**src/rtl/flash_led_ctrl.sv**
```systemverilog
// Flash-LED sequencer: debounced switch popcount selects the step rate, and the
// step tick (CLK_BPS) drives a walk-left / walk-right / blink LED pattern.
module flash_led_ctrl #(
    parameter int unsigned BASE_DIV     = 50_000_000,
    parameter int unsigned DEBOUNCE_CYC = 1_000_000,
    parameter int unsigned BLINK_TICKS  = 4
) (
    input  logic        clk,
    input  logic        rst,
    input  logic [7:0]  switch,
    output logic [15:0] led,
    output logic        CLK_BPS,
    output logic [3:0]  level
);

    localparam int unsigned DB_W  = (DEBOUNCE_CYC > 1) ? $clog2(DEBOUNCE_CYC) : 1;
    localparam int unsigned DIV_W = (BASE_DIV > 1) ? $clog2(BASE_DIV + 1) : 1;
    localparam int unsigned BC_W  = (BLINK_TICKS > 1) ? $clog2(BLINK_TICKS) : 1;

    localparam logic [DB_W-1:0] DB_LAST = DB_W'(DEBOUNCE_CYC - 1);
    localparam logic [BC_W-1:0] BC_LAST = BC_W'(BLINK_TICKS - 1);

    typedef enum logic [1:0] {
        ST_IDLE,
        ST_SHL,
        ST_SHR,
        ST_BLINK
    } state_t;

    state_t            state_q, state_d;
    logic [7:0]        sync1_q, sync1_d;
    logic [7:0]        sw_s_q, sw_s_d;
    logic [7:0]        sw_db_q, sw_db_d;
    logic [DB_W-1:0]   db_cnt_q, db_cnt_d;
    logic [3:0]        level_q, level_d;
    logic              chg_q, chg_d;
    logic [DIV_W-1:0]  cnt_q, cnt_d;
    logic              bps_q, bps_d;
    logic [15:0]       led_q, led_d;
    logic [BC_W-1:0]   bcnt_q, bcnt_d;

    logic              lvl_chg_c;
    logic [31:0]       div_shift_c;
    logic [DIV_W-1:0]  period_c;
    logic [DIV_W-1:0]  period_last_c;

    always_ff @(posedge clk or negedge rst) begin
        if (!rst) begin
            state_q  <= ST_IDLE;
            sync1_q  <= '0;
            sw_s_q   <= '0;
            sw_db_q  <= '0;
            db_cnt_q <= '0;
            level_q  <= '0;
            chg_q    <= 1'b0;
            cnt_q    <= '0;
            bps_q    <= 1'b0;
            led_q    <= '0;
            bcnt_q   <= '0;
        end else begin
            state_q  <= state_d;
            sync1_q  <= sync1_d;
            sw_s_q   <= sw_s_d;
            sw_db_q  <= sw_db_d;
            db_cnt_q <= db_cnt_d;
            level_q  <= level_d;
            chg_q    <= chg_d;
            cnt_q    <= cnt_d;
            bps_q    <= bps_d;
            led_q    <= led_d;
            bcnt_q   <= bcnt_d;
        end
    end

    // Synchroniser, debounce and level; the stable count restarts whenever the
    // synchronised value is about to change (first stage differs from second).
    always_comb begin
        sync1_d  = switch;
        sw_s_d   = sync1_q;
        sw_db_d  = sw_db_q;
        db_cnt_d = db_cnt_q;
        level_d  = '0;

        if (sync1_q != sw_s_q) begin
            db_cnt_d = '0;
        end else if (db_cnt_q != DB_LAST) begin
            db_cnt_d = db_cnt_q + DB_W'(1);
        end

        if ((sw_s_q != sw_db_q) && (db_cnt_q == DB_LAST)) begin
            sw_db_d = sw_s_q;
        end

        for (int i = 0; i < 8; i++) begin
            level_d = level_d + 4'(sw_db_q[i]);
        end
    end

    // Tick divider: a level update suppresses the tick on its own cycle and the
    // count restarts from 0 on the following cycle.
    always_comb begin
        lvl_chg_c     = (level_d != level_q);
        chg_d         = lvl_chg_c;
        div_shift_c   = 32'(BASE_DIV) >> level_q;
        period_c      = (div_shift_c == 32'd0) ? DIV_W'(1) : DIV_W'(div_shift_c);
        period_last_c = period_c - DIV_W'(1);
        cnt_d         = '0;

        if (lvl_chg_c || chg_q || (level_q == 4'd0)) begin
            cnt_d = '0;
        end else if (cnt_q == period_last_c) begin
            cnt_d = '0;
        end else begin
            cnt_d = cnt_q + DIV_W'(1);
        end

        bps_d = !lvl_chg_c && (level_q != 4'd0) && (cnt_d == period_last_c);
    end

    // Pattern FSM; all stepping is gated by the registered tick.
    always_comb begin
        state_d = state_q;
        led_d   = led_q;
        bcnt_d  = bcnt_q;

        case (state_q)
            ST_IDLE: begin
                led_d = '0;
                if (level_q != 4'd0) begin
                    state_d = ST_SHL;
                    led_d   = 16'h0001;
                end
            end
            ST_SHL: begin
                if (bps_q) begin
                    if (led_q == 16'h8000) begin
                        state_d = ST_SHR;
                        led_d   = 16'h4000;
                    end else begin
                        led_d = led_q << 1;
                    end
                end
            end
            ST_SHR: begin
                if (bps_q) begin
                    if (led_q == 16'h0001) begin
                        state_d = ST_BLINK;
                        led_d   = 16'hFFFF;
                        bcnt_d  = '0;
                    end else begin
                        led_d = led_q >> 1;
                    end
                end
            end
            ST_BLINK: begin
                if (bps_q) begin
                    if (bcnt_q == BC_LAST) begin
                        state_d = ST_SHL;
                        led_d   = 16'h0001;
                    end else begin
                        led_d  = ~led_q;
                        bcnt_d = bcnt_q + BC_W'(1);
                    end
                end
            end
            default: begin
                state_d = ST_IDLE;
                led_d   = '0;
            end
        endcase
    end

    assign led     = led_q;
    assign CLK_BPS = bps_q;
    assign level   = level_q;

endmodule

```
**config.mk**
```make
export PLATFORM = sky130hd
export DESIGN_NAME = flash_led_ctrl
export DESIGN_NICKNAME = d
export VERILOG_FILES = /design/src/rtl/flash_led_ctrl.sv
export SDC_FILE = /design/constraint.sdc
export NUM_CORES = 1
export LEC_CHECK = 0
export CAP_MARGIN = 20
export CORE_MARGIN = 2
export CORE_UTILIZATION = 56
export CTS_CLUSTER_SIZE = 30
export DETAILED_ROUTE_END_ITERATION = 6
export GPL_TIMING_DRIVEN = 0
export PLACE_DENSITY_LB_ADDON = 0.2
export SLEW_MARGIN = 20
export SYNTH_ARGS = -nofsm -noshare
export SYNTH_HDL_FRONTEND = slang
export SYNTH_SLANG_ARGS = --single-unit
```
**constraint.sdc**
```tcl
create_clock -name clk -period 5 [get_ports clk]
set_input_delay 1 -clock clk [delete_from_list [all_inputs] [get_ports clk]]
set_output_delay 1 -clock clk [all_outputs]
set_load 0.05 [all_outputs]
```
Word-level counts from Yosys, hierarchy flattened:

Index checks and enable logic that the tools add are counted.

* output and inout bits: 21
* flip-flop bits (word level): 96

* add/subtract/negate cells: 11
* reduce and logical (&&, ||, !) cells: 15
* multiplexer cells: 26
* shifts and indexed selects: 1
* equal/unequal tests: 21
* bitwise gates (word level): 1

Operators with widths (number)
* 16-bit two-way mux: 6
* 26-bit two-way mux: 3
* 16-bit one-hot mux with 4 select lines: 1
* 26-bit equality test: 2
* 20-bit two-way mux: 2
* 32-bit logical NOT: 1
* 26-bit by 4-bit right shift with 32-bit output (first input constant): 1
* 26-bit by 1-bit adder with 26-bit output (second input constant): 1
* 26-bit by 1-bit subtractor with 26-bit output (second input constant): 1
* 2-bit two-way mux: 11
* 20-bit by 1-bit adder with 20-bit output (second input constant): 1
* 20-bit equality test (second input constant): 1
* 20-bit inequality test (second input constant): 1
* 4-bit by 1-bit adder with 4-bit output: 4
* 16-bit by 1-bit equality test with 1-bit output (second input constant): 1
* 16-bit equality test (second input constant): 1
* 2-bit inequality test (second input constant): 8
* 8-bit inequality test: 2
* 16-bit inverter: 1
* 2-bit one-hot mux with 4 select lines: 1
* 7-bit AND reduction: 1
* 2-bit equality test (second input constant): 3
* 5-bit AND reduction: 1
* 3-bit by 1-bit adder with 4-bit output: 1
* 15 further kinds: 19

Longest topological paths before layout:

Gate-level depths: netlist (run 1).

* word-level depth: 13
* depth in mapped cells: 19
* depth with buffers taken out: 17

Worst setup path after synthesis (run 1):

Ideal clock, no wire load.

* path type: register to register
* from: reg level_q[2], in the netlist level[2]
* to: reg bps_q, in the netlist CLK_BPS
* buffers on the path: 5
* clock period less this slack: 5.046 ns
* arrival: 4.941 ns
* setup slack: -0.046 ns
* library setup time: 0.105 ns
* cell stages (with the launch flop): 19
* cell sequence: dfrtp_1 > buf_6 > buf_6 > buf_2 > clkbuf_1 > clkbuf_1 > o21ai_0 > a21boi_0 > ha_1 > xor2_1 > o221ai_1 > a221oi_1 > nand4_1 > or4_1 > or4b_1 > nand2_1 > mux2_2 > or4_1 > nor4b_1

* cells in the longest elaborated chain, start to end: 9

Ends and longest elaborated chain
* start: declaration: RTL line 35 `logic [3:0] level_q, level_d;`
* start signal: assignment: RTL line 66 `level_q <= level_d;`
* 26-bit by 4-bit right shift with 32-bit output: RTL line 104 `div_shift_c = 32'(BASE_DIV) >> level_q;`
* 32-bit logical NOT: RTL line 105 `period_c = (div_shift_c == 32'd0) ? DIV_W'(1) : DIV_W'(div_shift_c);`
* 26-bit two-way mux: RTL line 105
* 26-bit by 1-bit subtractor with 26-bit output: RTL line 106 `period_last_c = period_c - DIV_W'(1);`
* 26-bit equality test: RTL line 111 `end else if (cnt_q == period_last_c) begin`
* 26-bit two-way mux: RTL line 111
* 26-bit two-way mux: RTL line 109 `if (lvl_chg_c || chg_q || (level_q == 4'd0)) begin`
* 26-bit equality test: RTL line 117 `bps_d = !lvl_chg_c && (level_q != 4'd0) && (cnt_d == period_last_c);`
* 1-bit logical AND *: RTL line 117
* named net bps_d: RTL line 38 `logic bps_q, bps_d;`
* end signal: assignment: RTL line 69 `bps_q <= bps_d;`
* end: declaration: RTL line 38

The timed path passes the listed nets; every way through them passes the cells marked *.
A chain may end at the register's enable or synchronous reset.

Worst setup path in the final report (run 1):

* from: reg sw_db_q[1]
* to: reg bps_q, in the netlist CLK_BPS

* cells in the longest elaborated chain, start to end: 13

Ends and longest elaborated chain
* start: declaration: RTL line 33 `logic [7:0] sw_db_q, sw_db_d;`
* start signal: assignment: RTL line 64 `sw_db_q <= sw_db_d;`
* 1-bit by 1-bit adder with 2-bit output *: RTL line 95 `level_d = level_d + 4'(sw_db_q[i]);`
* 2-bit by 1-bit adder with 3-bit output *: RTL line 95
* 3-bit by 1-bit adder with 4-bit output *: RTL line 95
* 4-bit by 1-bit adder with 4-bit output * (4 in a row): RTL line 95
* named net level_d[2]: RTL line 35
* 4-bit inequality test *: RTL line 102 `lvl_chg_c = (level_d != level_q);`
* 1-bit logical OR (2 in a row): RTL line 109
* 26-bit two-way mux: RTL line 109
* 26-bit equality test: RTL line 117
* 1-bit logical AND *: RTL line 117
* named net bps_d: RTL line 38

Marks and branches as above.

==> results of run 1 <==
-- through the flow --
step	area [sq um]	setup TNS (ps)	power [mW]	cells
6_report	7654	-276.5	1.525	962
5_1_grt	7654	-425.3	1.576	962
4_1_cts	7640	-208.8	1.534	963
3_5_place_dp	7148	-12020	0.8376	939
3_3_place_gp	7107	-60560	0.8338	938
2_1_floorplan	6628	0	0.8099	765
-- cells in the final DEF (no fill, tap or decap), types with 5 or more instances in the layout --
| cell type | instances |
|---|---|
| a211oi_1 | 7 |
| a21oi_1 | 27 |
| a22o_1 | 17 |
| and3_1 | 10 |
| buf_2 | 11 |
| buf_4 | 11 |
| buf_6 | 5 |
| clkbuf_1 | 20 |
| clkbuf_16 | 9 |
| clkdlybuf4s50_1 | 29 |
| dfrtp_1 | 95 |
| ha_1 | 12 |
| inv_1 | 34 |
| mux2_2 | 11 |
| nand2_1 | 64 |
| nand2b_1 | 9 |
| nand3_1 | 25 |
| nand4_1 | 13 |
| nor2_1 | 78 |
| nor2b_1 | 8 |
| nor3_1 | 18 |
| nor3b_1 | 5 |
| nor4_1 | 10 |
| o211ai_1 | 19 |
| o21ai_0 | 56 |
| o221ai_1 | 5 |
| o22ai_1 | 6 |
| or3_1 | 11 |
| or4_1 | 5 |
| xnor2_1 | 31 |
| xor2_1 | 31 |
-- metal layers --
| metal | up-vias | track usage [%] |
|---|---|---|
| li1 | 2877 | - |
| met1 | 3048 | 43.97 |
| met2 | 327 | 52.89 |
| met3 | 96 | 5.196 |
| met4 | 0 | 21.54 |
| met5 | - | 0 |
-- cell type report --
type                       count  area (sq um)
multi-input combinational    585          3994
fill                         946          3814
sequential                    96          2404
timing repair buffer          40         396.6
clock buffer                  11         252.7
buffer                        45         242.7
tap                          143         178.9
inverter                      37         138.9
clock inverter                 5         46.29
-- final timing paths --
kind,slack (ps),endpoint,depth (start not counted)
min in group asynchronous,500,cnt_q[17],1
worst min-delay path,400,sw_s_q[1],0
max in group asynchronous,3860,cnt_q[10],2
worst min register to register,400,sw_s_q[1],0
worst max register to register,-280,CLK_BPS,18
worst max-delay path,-280,CLK_BPS,18
-- flip-flops by register name (all words and copies together), names as in the netlist --
register  flops
chg_q         1
CLK_BPS       1
level         4
sw_s_q        8
db_cnt_q     20
bcnt_q        2
sw_s_d        8
state_q       2
led          16
cnt_q        26
sw_db_q       8
-- worst register-to-register path: cells and delay by family, from the launching register on --
kind                     cells  cell delay (ps)
AO/OA/AOI/OAI                3              690
XOR/XNOR                     2              380
adder cells (fa/ha/maj)      5             2120
buffers and inverters        3              270
flip-flops                   1              400
AND/OR/NAND/NOR              5             1320
-- logic make-up (layout without fill, tap and decap cells) --
logic type | count (synthesis) | in the layout | synth area share, %
AND/OR/NAND/NOR | 285 | 285 | 21.85
adder cells (fa/ha/maj) | 17 | 17 | 3.663
buffers and inverters | 84 | 138 | 5.514
AO/OA/AOI/OAI | 202 | 202 | 21.41
flip-flops | 96 | 96 | 36.25
XOR/XNOR | 66 | 66 | 8.837
multiplexers | 15 | 15 | 2.474
-- repair_timing --
action                                 4_1_cts  5_1_grt
gates cloned                                 0        0
pin swaps                                   17        5
gates resized for setup                     31        5
endpoints found under the hold margin        0        0
setup buffers                                9        0
setup endpoints to repair                   26       11
-- power by group --
part	switching (mW)	leakage (nW)	internal, mW
clock network	0.328	0.149	0.375
registers	0.00644	1.30	0.783
logic	0.0201	1.61	0.0131
total	0.355	3.06	1.17
==> results.py, run 1 <==
metrics = {
    "run_status": {
        "status": "finished with violations",
        "failing_checks": "negative setup slack",
    },
    "cells_and_area": {
        "finish.net_count": 841,
        "syn2layout_area_growth_pct": 15.50,
        "final_layout_size_suffix_gt1_share_pct": 12.21,
        "n_antenna_cell": 0,
        "final_util_pct": 66.74,
    },
    "clock_tree": {
        "worst_skew_pair.late_latency_ps": 360,
        "cts_made_buffers": 9,
        "clockRootBuffer": "clkbuf_16",
        "clkSinkCount": 96,
        "cts.clk_slew.worst_paths_ps": 80,
        "cts_tree": "done",
        "htreeDepth": 3,
        "clock_tree.buffer_depth": 2,
        "postCtsHoldBufs": 0,
    },
    "sta": {
        "pin_slew_with_the_least_headroom_to_its_limit_ps": 944.4,
        "report.final.setup_viol": 1,
        "slew_viol_final": 0,
        "post_layout_worst_setup_margin_ps": -276.5,
        "worst_clock_skew_ps": 9.734,
        "grt_setup_unrepaired": "yes",
        "max_fclk_mhz": 189.5,
        "final-hold-violation-count": 0,
        "post-route-min-period_ps": 5276,
        "timing.final.crit_share_pct": 105.5,
        "timing.hold.ws_ps": 399.2,
        "slew_headroom_pct": 36.52,
    },
    "setup_path": {
        "worst_setup_path_startpoint": "sw_db_q[1]",
        "setup.worst_path.class": "reg -> reg",
        "cp_data_required_time_ps": 5260,
        "worstSetupEndpointType": "register",
        "worst_path_largest_cell_delay_ps": 560,
        "critical_path.startpoint_type": "register",
        "cp_common_cell": "fa_1",
        "critical_path_s_top_delay_family": "adder cells",
        "r2r-start": "sw_db_q[1]",
        "path_buf_inv": 3,
        "worstPathCellList": "fa_1 > inv_2 > fa_1 > fa_1 > inv_1 > ha_2 > fa_2 > xor2_2 > xnor2_2 > a2111oi_4 > nand2b_1 > clkbuf_8 > o32ai_2 > o31ai_1 > or3_1 > nor4_2 > nand4_1 > nor4b_4",
        "critPathSlowestCell": "fa_1",
        "worst-endpoint-arrival_ps": 5530,
        "critical_path_peak_fanout": 6,
    },
    "floorplan": {
        "dieHeight_microns": 112.8,
        "floorplan.die_area_sq_mm": 0.01272,
        "die_width_microns": 112.8,
        "initial_core_util_pct": 57.79,
        "ios": 31,
        "core_area_sq_mm": 0.01147,
        "placementRows": 39,
    },
    "routing": {
        "total_wire_length_after_detailed_routing_microns": 20870,
        "dr.pass1.iters": 5,
        "routed-wl-met2_microns": 9523,
        "met3RoutedLength_microns": 1683,
        "top_layer_used": "met4",
        "postRouteAntennaNets": 0,
        "dr_total_vias": 6348,
        "drt_iter0_drc": 683,
        "route.detailed.vias_per_inst": 6.599,
        "number_of_remaining_drc_errors": 0,
        "detail_route.wirelength.met1_microns": 8255,
        "wl_per_cell_microns": 21.70,
    },
    "logic_synthesis": {
        "yosysTopAreaCellShare_pct": 36.25,
        "synth-edff-count": 0,
        "avgSynthCellArea_sq_um": 8.662,
        "async_set_or_reset_flop_fraction_in_the_synthesized_netlist_pct": 100.0,
        "synth.cells.most_frequent": "96 x dfrtp_1, 79 x nor2_1, 66 x nand2_1",
        "number_of_synthesized_register_bits": 96,
        "synthDistinctLibCells": 81,
        "mapped_nets": 792,
        "synth_top_flop_cell": "dfrtp_1",
        "netlist.top_cell.by_area": "dfrtp_1",
        "yosys.cell_count.top_type": "dfrtp_1",
        "yosysWarnings": 0,
        "sequential_to_total_area_share_from_yosys_stat_pct": 36.25,
        "synthesis.area_sq_mm": 0.006626,
        "syn_inst": 765,
        "synth_top_cells_by_area": "dfrtp_1 36%, nor2_1 4.5%, xor2_1 4.4%",
    },
    "global_route": {
        "global_route.usage.total_pct": 33.79,
        "grt_max_degree": 74,
        "antenna_violations_before_repair": 0,
        "first_global_vias": 6223,
        "grt_overflow_total": 0,
        "global_route_wire_length_before_repair_microns": 33580,
    },
    "place": {
        "weighted_congestion_at_the_end_of_routability_driven_global_placement": 1.052,
        "numPortBuffers": 30,
        "dp_hpwl_microns": 15210,
        "pre_cts_ws_ps": -1195,
    },
    "power_and_ir_drop": {
        "vdd_drop_max_mv": 0.2150,
        "cellPowerDensity_mw_per_mm2": 199.3,
        "p_leak_nw": 3.061,
    },
    "run": {
        "cap_viol_max_count": 0,
    },
    "worst_hold_path": {
        "min_from": "sw_s_d[1]",
        "holdCritPathClass": "reg -> reg",
    },
}
Note: power is estimated with default switching activity, not from simulation.
==> run 2, diff against run 1 <==
CORE_MARGIN = 3   (was 2)
==> results.py, run 2 (synthesized netlist as in run 1, its figures left out) <==
metrics = {
    "run_status": {
        "status": "finished with violations",
        "failing_checks": "negative setup slack",
    },
    "cells_and_area": {
        "n_antenna_cell": 0,
        "num-fill-cells": 945,
        "syn2layout_area_growth_pct": 16.77,
        "finish.net_count": 843,
        "post_layout_nonfiller_instances": 964,
        "most_common_library_cell_in_the_layout_ignoring_fill_and_taps": "dfrtp_1",
        "largest_register_ffs": 26,
        "layout.cells.most_common_list": "94 x dfrtp_1, 79 x nor2_1, 63 x nand2_1",
        "largest_register": "cnt_q",
        "design_area_sq_mm": 0.007737,
        "final_layout_size_suffix_gt1_share_pct": 12.91,
        "final_util_pct": 67.19,
    },
    "clock_tree": {
        "worst_skew_pair.late_latency_ps": 360,
        "cts.clk_slew.worst_paths_ps": 70,
        "clockRootBuffer": "clkbuf_16",
        "clkSinkCount": 96,
        "clock_tree.buffer_depth": 2,
        "cts_made_buffers": 9,
        "cts_tree": "done",
        "htreeDepth": 3,
        "postCtsHoldBufs": 0,
    },
    "floorplan": {
        "initial_core_util_pct": 57.54,
        "die_width_microns": 114.8,
        "core_area_sq_mm": 0.01152,
        "placementRows": 39,
        "floorplan.die_area_sq_mm": 0.01317,
        "ios": 31,
        "dieHeight_microns": 114.8,
    },
    "routing": {
        "number_of_remaining_drc_errors": 0,
        "dr.pass1.iters": 6,
        "route.detailed.vias_per_inst": 6.658,
        "postRouteAntennaNets": 0,
        "total_wire_length_after_detailed_routing_microns": 21470,
        "wl_per_cell_microns": 22.27,
        "dr_total_vias": 6418,
        "drt_iter0_drc": 762,
    },
    "sta": {
        "slew_headroom_pct": 35.63,
        "grt_setup_unrepaired": "yes",
        "slew_viol_final": 0,
        "post-route-min-period_ps": 5184,
        "setup_total_neg_slack_ps": -184.0,
        "final-hold-violation-count": 0,
        "timing.hold.ws_ps": 393.7,
        "timing.final.crit_share_pct": 103.7,
        "report.final.setup_viol": 1,
        "post_layout_worst_setup_margin_ps": -184.0,
        "worst_clock_skew_ps": 6.924,
        "max_fclk_mhz": 192.9,
        "pin_slew_with_the_least_headroom_to_its_limit_ps": 962.0,
    },
    "setup_path": {
        "cp_data_required_time_ps": 5260,
        "worst-endpoint-arrival_ps": 5450,
        "worstSetupEndpointType": "register",
        "setup.worst_path.class": "reg -> reg",
        "critical_path.startpoint_type": "register",
        "critical_path_peak_fanout": 6,
    },
    "power_and_ir_drop": {
        "p_leak_nw": 3.097,
        "vdd_drop_max_mv": 0.2543,
        "cellPowerDensity_mw_per_mm2": 201.2,
        "total_power_mw": 1.557,
    },
    "place": {
        "weighted_congestion_at_the_end_of_routability_driven_global_placement": 0.9962,
        "placedCellCount": 939,
        "dp_hpwl_microns": 15670,
        "place_area_sq_mm": 0.007147,
        "pre_cts_ws_ps": -900.6,
        "numPortBuffers": 30,
    },
    "global_route": {
        "first_global_vias": 6039,
        "global_route_wire_length_before_repair_microns": 33380,
        "grt_max_degree": 79,
        "global_route.usage.total_pct": 33.14,
        "grt_overflow_total": 0,
        "antenna_violations_before_repair": 0,
    },
    "run": {
        "cap_viol_max_count": 0,
    },
    "worst_hold_path": {
        "holdCritPathClass": "reg -> reg",
    },
}
[run 2: changes by cell type in the layout (fill, tap and decap cells not counted), moves of 2 or more]
cell / previous run / this run
clkbuf_8: 3 / 0
clkinv_8: 0 / 2
inv_6: 3 / 1
or3_1: 11 / 9
or3_4: 2 / 4
[run 2: repair_timing]
item                       4_1_cts  5_1_grt
pin swaps                        9       18
resized for setup               19       26
setup endpoints to repair       20       11
setup buffers                   10        1
[run 2: final cells by class]
cell class	instances	area [sq um]	share of cell area (%)
clock buffer	9	225.2	2.911
multi-input combinational	585	4040	52.22
tap	143	178.9	2.312
inverter	37	138.9	1.795
timing repair buffer	42	415.4	5.369
buffer	45	234.0	3.024
sequential	96	2405	31.08
clock inverter	7	100.1	1.294
[run 2: worst paths after layout]
| path | start | endpoint | slack (ps) | depth (start not counted) |
|---|---|---|---|---|
| worst max-delay path | sw_db_q[1] | CLK_BPS | -180 | 17 |
| max in group asynchronous | rst | db_cnt_q[2] | 3890 | 2 |
| worst min-delay path | sw_s_d[2] | sw_s_q[2] | 390 | 0 |
| worst max register to register | sw_db_q[1] | CLK_BPS | -180 | 17 |
| min in group asynchronous | rst | cnt_q[2] | 480 | 1 |
| worst min register to register | sw_s_d[2] | sw_s_q[2] | 390 | 0 |
[run 2: worst max-delay path, stage by stage (launching register included)]
cell and delay, ps:
dfrtp_1 400, fa_1 550, inv_2 40, fa_1 470
fa_1 520, inv_1 40, ha_2 180, fa_2 360
xor2_2 180, xnor2_2 170, a2111oi_4 390, nand2b_1 150
buf_4 200, buf_4 140, or3_4 370, xnor2_1 130
or4_4 570, nor4b_4 220
[run 2: per-layer routing]
layer	GRT usage, %	up-vias	routed length, microns
li1	-	2877	-
met1	43.77	3085	8540
met2	51.92	362	9855
met3	6.895	94	1881
met4	16.82	0	1191
met5	0	-	0
[run 2: where the power goes]
group / switching, mW / internal (mW) / leakage (nW) / total [mW]
Sequential: 0.00612 / 0.782 / 1.30 / 0.789
Clock: 0.332 / 0.403 / 0.158 / 0.736
Combinational: 0.0194 / 0.0131 / 1.64 / 0.0325
Total: 0.358 / 1.20 / 3.10 / 1.56
